[src/rtl/datapath_rf.sv]
// -----------------------------------------------------------------------------
// datapath_rf
// Register-file datapath with an 8-function ALU, registered N/Z/C/V flags and a
// two-stage pipeline (issue/capture, then execute/write-back). Results are
// forwarded from stage 1 to an op issuing in the same cycle. This allows one op
// to issue every cycle.
//
// Ports
//   clk        rising-edge clock
//   reset      asynchronous active-low reset
//   din        external operand; becomes the result when src_sel=1
//   op_valid   issue an operation this cycle
//   src_sel    0 = ALU result, 1 = din
//   fn         ALU function (ADD SUB AND OR XOR PASSA SHL1 SHR1)
//   ra_addr    operand A register address
//   rb_addr    operand B register address
//   wr_addr    destination register address
//   dout       last result (registered)
//   res_valid  one-cycle pulse when dout/flags are updated
//   N Z C V    negative, zero, carry/no-borrow/shift-out, signed overflow
// -----------------------------------------------------------------------------
module datapath_rf #(
    parameter int W  = 16,
    parameter int AW = 2
) (
    input  logic          clk,
    input  logic          reset,
    input  logic [W-1:0]  din,
    input  logic          op_valid,
    input  logic          src_sel,
    input  logic [2:0]    fn,
    input  logic [AW-1:0] ra_addr,
    input  logic [AW-1:0] rb_addr,
    input  logic [AW-1:0] wr_addr,
    output logic [W-1:0]  dout,
    output logic          res_valid,
    output logic          N,
    output logic          Z,
    output logic          C,
    output logic          V
);

    localparam int NREGS = 2 ** AW;

    localparam logic [2:0] FN_ADD  = 3'b000;
    localparam logic [2:0] FN_SUB  = 3'b001;
    localparam logic [2:0] FN_AND  = 3'b010;
    localparam logic [2:0] FN_OR   = 3'b011;
    localparam logic [2:0] FN_XOR  = 3'b100;
    localparam logic [2:0] FN_PASS = 3'b101;
    localparam logic [2:0] FN_SHL1 = 3'b110;
    localparam logic [2:0] FN_SHR1 = 3'b111;

    // Register file. It is cleared on reset, so it is built from flops.
    logic [W-1:0]  rf_q [NREGS];

    // Stage-1 (execute) registers
    logic          s1_valid_q;
    logic [W-1:0]  s1_a_q;
    logic [W-1:0]  s1_b_q;
    logic [W-1:0]  s1_din_q;
    logic [2:0]    s1_fn_q;
    logic          s1_src_q;
    logic [AW-1:0] s1_wr_q;

    // Output registers
    logic [W-1:0]  dout_q;
    logic          res_valid_q;
    logic          n_q, z_q, c_q, v_q;

    // Stage-1 combinational result
    logic [W-1:0]  result_d;
    logic          c_d, v_d;
    logic [W:0]    sum_d;
    logic [W:0]    diff_d;

    // Operands for the op issuing now, after forwarding
    logic [W-1:0]  opa_d, opb_d;

    always_comb begin
        sum_d    = {1'b0, s1_a_q} + {1'b0, s1_b_q};
        diff_d   = {1'b0, s1_a_q} - {1'b0, s1_b_q};
        result_d = '0;
        c_d      = 1'b0;
        v_d      = 1'b0;
        if (s1_src_q) begin
            result_d = s1_din_q;
        end else begin
            case (s1_fn_q)
                FN_ADD: begin
                    result_d = sum_d[W-1:0];
                    c_d      = sum_d[W];
                    // Same-sign operands producing a different-sign result
                    v_d      = (s1_a_q[W-1] == s1_b_q[W-1]) &&
                               (sum_d[W-1] != s1_a_q[W-1]);
                end
                FN_SUB: begin
                    result_d = diff_d[W-1:0];
                    c_d      = ~diff_d[W];      // carry means "no borrow"
                    v_d      = (s1_a_q[W-1] != s1_b_q[W-1]) &&
                               (diff_d[W-1] != s1_a_q[W-1]);
                end
                FN_AND:  result_d = s1_a_q & s1_b_q;
                FN_OR:   result_d = s1_a_q | s1_b_q;
                FN_XOR:  result_d = s1_a_q ^ s1_b_q;
                FN_PASS: result_d = s1_a_q;
                FN_SHL1: begin
                    result_d = {s1_a_q[W-2:0], 1'b0};
                    c_d      = s1_a_q[W-1];
                end
                FN_SHR1: begin
                    result_d = {1'b0, s1_a_q[W-1:1]};
                    c_d      = s1_a_q[0];
                end
                default: result_d = '0;
            endcase
        end
    end

    // The result being written this edge bypasses the RF for the issuing op.
    always_comb begin
        opa_d = rf_q[ra_addr];
        opb_d = rf_q[rb_addr];
        if (s1_valid_q && (s1_wr_q == ra_addr)) opa_d = result_d;
        if (s1_valid_q && (s1_wr_q == rb_addr)) opb_d = result_d;
    end

    always_ff @(posedge clk or negedge reset) begin
        if (!reset) begin
            for (int i = 0; i < NREGS; i++) rf_q[i] <= '0;
            s1_valid_q  <= 1'b0;
            s1_a_q      <= '0;
            s1_b_q      <= '0;
            s1_din_q    <= '0;
            s1_fn_q     <= '0;
            s1_src_q    <= 1'b0;
            s1_wr_q     <= '0;
            dout_q      <= '0;
            res_valid_q <= 1'b0;
            n_q         <= 1'b0;
            z_q         <= 1'b0;
            c_q         <= 1'b0;
            v_q         <= 1'b0;
        end else begin
            // Stage 0: capture
            s1_valid_q <= op_valid;
            if (op_valid) begin
                s1_a_q   <= opa_d;
                s1_b_q   <= opb_d;
                s1_din_q <= din;
                s1_fn_q  <= fn;
                s1_src_q <= src_sel;
                s1_wr_q  <= wr_addr;
            end
            // Stage 1: write back
            res_valid_q <= s1_valid_q;
            if (s1_valid_q) begin
                rf_q[s1_wr_q] <= result_d;
                dout_q        <= result_d;
                n_q           <= result_d[W-1];
                z_q           <= (result_d == '0);
                c_q           <= c_d;
                v_q           <= v_d;
            end
        end
    end

    assign dout      = dout_q;
    assign res_valid = res_valid_q;
    assign N         = n_q;
    assign Z         = z_q;
    assign C         = c_q;
    assign V         = v_q;

endmodule

[config.mk]
export PLATFORM = sky130hd
export DESIGN_NAME = datapath_rf
export DESIGN_NICKNAME = d
export VERILOG_FILES = /design/src/rtl/datapath_rf.sv
export SDC_FILE = /design/constraint.sdc
export NUM_CORES = 1
export LEC_CHECK = 0
export BUFFER_PORTS_ARGS = -buffer_cell sky130_fd_sc_hd__buf_2
export CORE_MARGIN = 2
export CORE_UTILIZATION = 50
export CTS_CLUSTER_DIAMETER = 150
export DETAILED_ROUTE_END_ITERATION = 6
export GPL_TIMING_DRIVEN = 0
export PLACE_DENSITY_LB_ADDON = 0.15
export RECOVER_POWER = 50
export REMOVE_ABC_BUFFERS = 1
export SLEW_MARGIN = 30
export SYNTH_ARGS = -nofsm -noshare
export SYNTH_HDL_FRONTEND = slang
export SYNTH_SLANG_ARGS = --single-unit
[constraint.sdc]
create_clock -name clk -period 3.8 [get_ports clk]
set_input_delay 0.38 -clock clk [delete_from_list [all_inputs] [get_ports clk]]
set_output_delay 0.38 -clock clk [all_outputs]
set_load 0.05 [all_outputs]
==> out/metrics.csv <==
stage,metric,value,unit
sta,"Slew Viols, Final",28,
clock_network,H-Tree Depth,4,
sta,f_max,273,MHz
routing,antenna-violating nets left,0,
place,Cells after DPL,1224,
die,num ports,50,
clock_network,clk slew on worst S/H paths,70,ps
synthesis,Synth Instances,1006,
routing,total number of vias,7532,
routing,number of DRC markers in iteration 0,634,
routing,DRC,0,
synthesis,post-synth top area share,36.6,%
clock_network,later-pin clock latency in the skew report,430,ps
routing,First-pass DRT Iterations,5,
critical_path,crit path max fanout,57,
place,PortBufs,49,
critical_path,R2R setup slack,140,ps
synthesis,"count leader, synth",nand2_1,
cells_and_area,Layout area overhead,9.59,%
routing,DR vias/cell,5.99,
cells_and_area,diodes inserted,0,
sta,Hold WS,162,ps
die,Core ar.,18600,um^2
die,Die W,142,um
critical_path,crit path capture type,flop,
flow_run,max-cap violation count,1,
critical_path,RR Startpoint,s1_fn_q[0],
sta,setup TNS,0,ps
global_route,total track usage,25.7,%
hold_path,Hold Crit Start,src_sel,
synthesis,Netlist cell types,86,
sta,Worst Tran Pin Value,1750,ps
sta,endpoints failing setup,0,
die,die height,142,um
clock_network,Root Driver,clkbuf_16,
synthesis,YS warnings,0,
critical_path,Worst Setup Start Kind,flop,
sta,Final WS setup,143,ps
clock_network,CTS tree,built,
outcome,outcome,"complete, but fails checks",
sta,Slew HR,-16.4,%
synthesis,Post-synth top flop,dfrtp_1,
global_route,initial antenna violation count,0,
synthesis,"EDFF count, synth",0,
sta,final worst path period share,96.2,%
global_route,global route overflow,0,
power_and_ir_drop,power per cell area,793,nW/um^2
routing,DR WL/cell,19.6,um
global_route,largest net degree at the start of global routing,71,
sta,clk_skew,14.5,ps
cells_and_area,Final Instance Area,10400,um^2
critical_path,Worst Setup SP,s1_fn_q[0],
critical_path,Critical Path RT,4140,ps
place,Post-DP Area,9870,um^2
die,Site Rows,50,
critical_path,worst r2r dst,Z,
power_and_ir_drop,total power,8.25,mW
clock_network,Longest Clk Path Bufs,2,
critical_path,worst reg-to-reg path cell count,8,
place,dpl hpwl,17.1,mm
critical_path,Worst Setup EP,Z,
clock_network,Inserted Clock Buffers,17,
synthesis,dominant cell type by area after synthesis,dfrtp_1,
synthesis,asr flop ratio synth,100,%
place,GPL Wtd Cong,0.870,
place,pre-CTS setup slack,48.0,ps
die,Die ar.,20100,um^2
cells_and_area,Util after Layout,55.8,%
critical_path,crit path kind,flop to flop,
synthesis,Synth Cell Area,9500,um^2
clock_network,Sink Count,139,
synthesis,Synth top cells by count,"nand2_1, dfrtp_1, o21ai_0, inv_1, nor2_1",
hold_path,type of the worst min-delay path,primary input to flop,
cells_and_area,Filler cells,1720,
cells_and_area,Post-Layout Cell Count,1257,
die,initial core utilization,50.9,%
synthesis,"Seq/Total Area, Yosys",36.6,%
sta,Tmin final,3660,ps
outcome,failing checks,"capacitance limit, slew limit",
cells_and_area,share of cells above drive strength 1,18.3,%
global_route,first-pass GRT wire length,39.8,mm
power_and_ir_drop,static leakage,4.50,nW
clock_network,Post-CTS Setup Bufs,0,
power_and_ir_drop,VDD IR max,0.382,mV
synthesis,Yosys reg bits,139,
synthesis,Synth Area per Inst,9.44,um^2
synthesis,Area contributors post-synth,"dfrtp_1, mux4_2, ha_1",
critical_path,CP arrival,4000,ps
sta,RSZ-0062 raised after global routing,no,
sta,final hold viol count,0,
global_route,number of global-route vias before repair,7196,
cells_and_area,Layout Nets,1089,
routing,final WL,24.6,mm
routing by layer:
metal | vias up | wire, um | global-route usage, %
met3 | 30 | 1210 | 5.03
met2 | 221 | 10900 | 39.0
met5 | - | 0 | 0
li1 | 3638 | - | -
met1 | 3643 | 12000 | 37.4
met4 | 0 | 488 | 7.95
kinds of logic (layout without fill, tap and decap cells):
group	Yosys count	in the layout	synth area share, %
xor+xnor	12	12	1.11
fa+ha+maj	50	50	6.74
buf+inv	140	157	6.31
flops	139	139	36.6
compound gates	296	296	20.8
mux	90	90	14.9
simple gates	279	279	13.5
registers in the layout, summed over array words and instances (netlist names):
signal      flops
s1_b_q         16
C               1
s1_a_q         16
Z               1
s1_valid_q      1
s1_wr_q         2
s1_din_q       16
rf_q           64
V               1
s1_fn_q         3
res_valid       1
dout           16
s1_src_q        1
repair_timing:
item / 4_1_cts / 5_1_grt
endpoints found under the setup margin: 0 / 3
resized for setup: 0 / 3
hold buffers: 1 / 0
endpoints found under the hold margin: 27 / 0
critical path, stage by stage, from the launching register on:
cell and delay, ps:
dfrtp_4 720, nor3_2 870, a21oi_1 160, a22oi_1 700
nand4_1 180, and4bb_2 380, nand4b_1 150, nand3b_4 210
o31ai_2 210
power by group:
part           internal, mW  switching, mW
logic                  1.64           2.53
clock network         0.904          0.688
registers              2.01          0.476
total                  4.55           3.70
cells in the final DEF, fill, tap and decap left out, types with 8 or more instances in the layout:
| cell type | instances |
|---|---|
| mux2_2 | 27 |
| nor3_1 | 10 |
| o22ai_1 | 8 |
| mux2i_1 | 24 |
| a21oi_1 | 44 |
| inv_1 | 64 |
| dfrtp_1 | 135 |
| nor2_1 | 55 |
| o211ai_1 | 20 |
| o21ai_0 | 120 |
| buf_2 | 47 |
| nand2_1 | 140 |
| o21a_1 | 15 |
| mux4_2 | 38 |
| clkbuf_16 | 17 |
| nand3_1 | 13 |
| nor2b_1 | 11 |
| nand2b_1 | 8 |
| ha_1 | 48 |
| xnor2_1 | 11 |
cell type report:
cell class              instances  area (um^2)  share of cell area [%]
clock buffers                  19          433                    4.16
clock inverters                13          119                    1.14
inverters                      68          259                    2.49
multi-input cells             727         5460                    52.4
flip-flops and latches        139         3490                    33.5
well taps                     234          293                    2.81
repair buffers                 57          360                    3.46
worst min-delay path by stage:
stage | endpoint | depth (start not counted)
after floorplan | C | 0
after global placement | rf_q[2] | 2
after detailed placement | s1_din_q[3] | 1
after CTS | s1_din_q[8] | 3
after global routing | s1_din_q[8] | 3
final | s1_src_q | 3
Power figures use the tool's default switching activity.
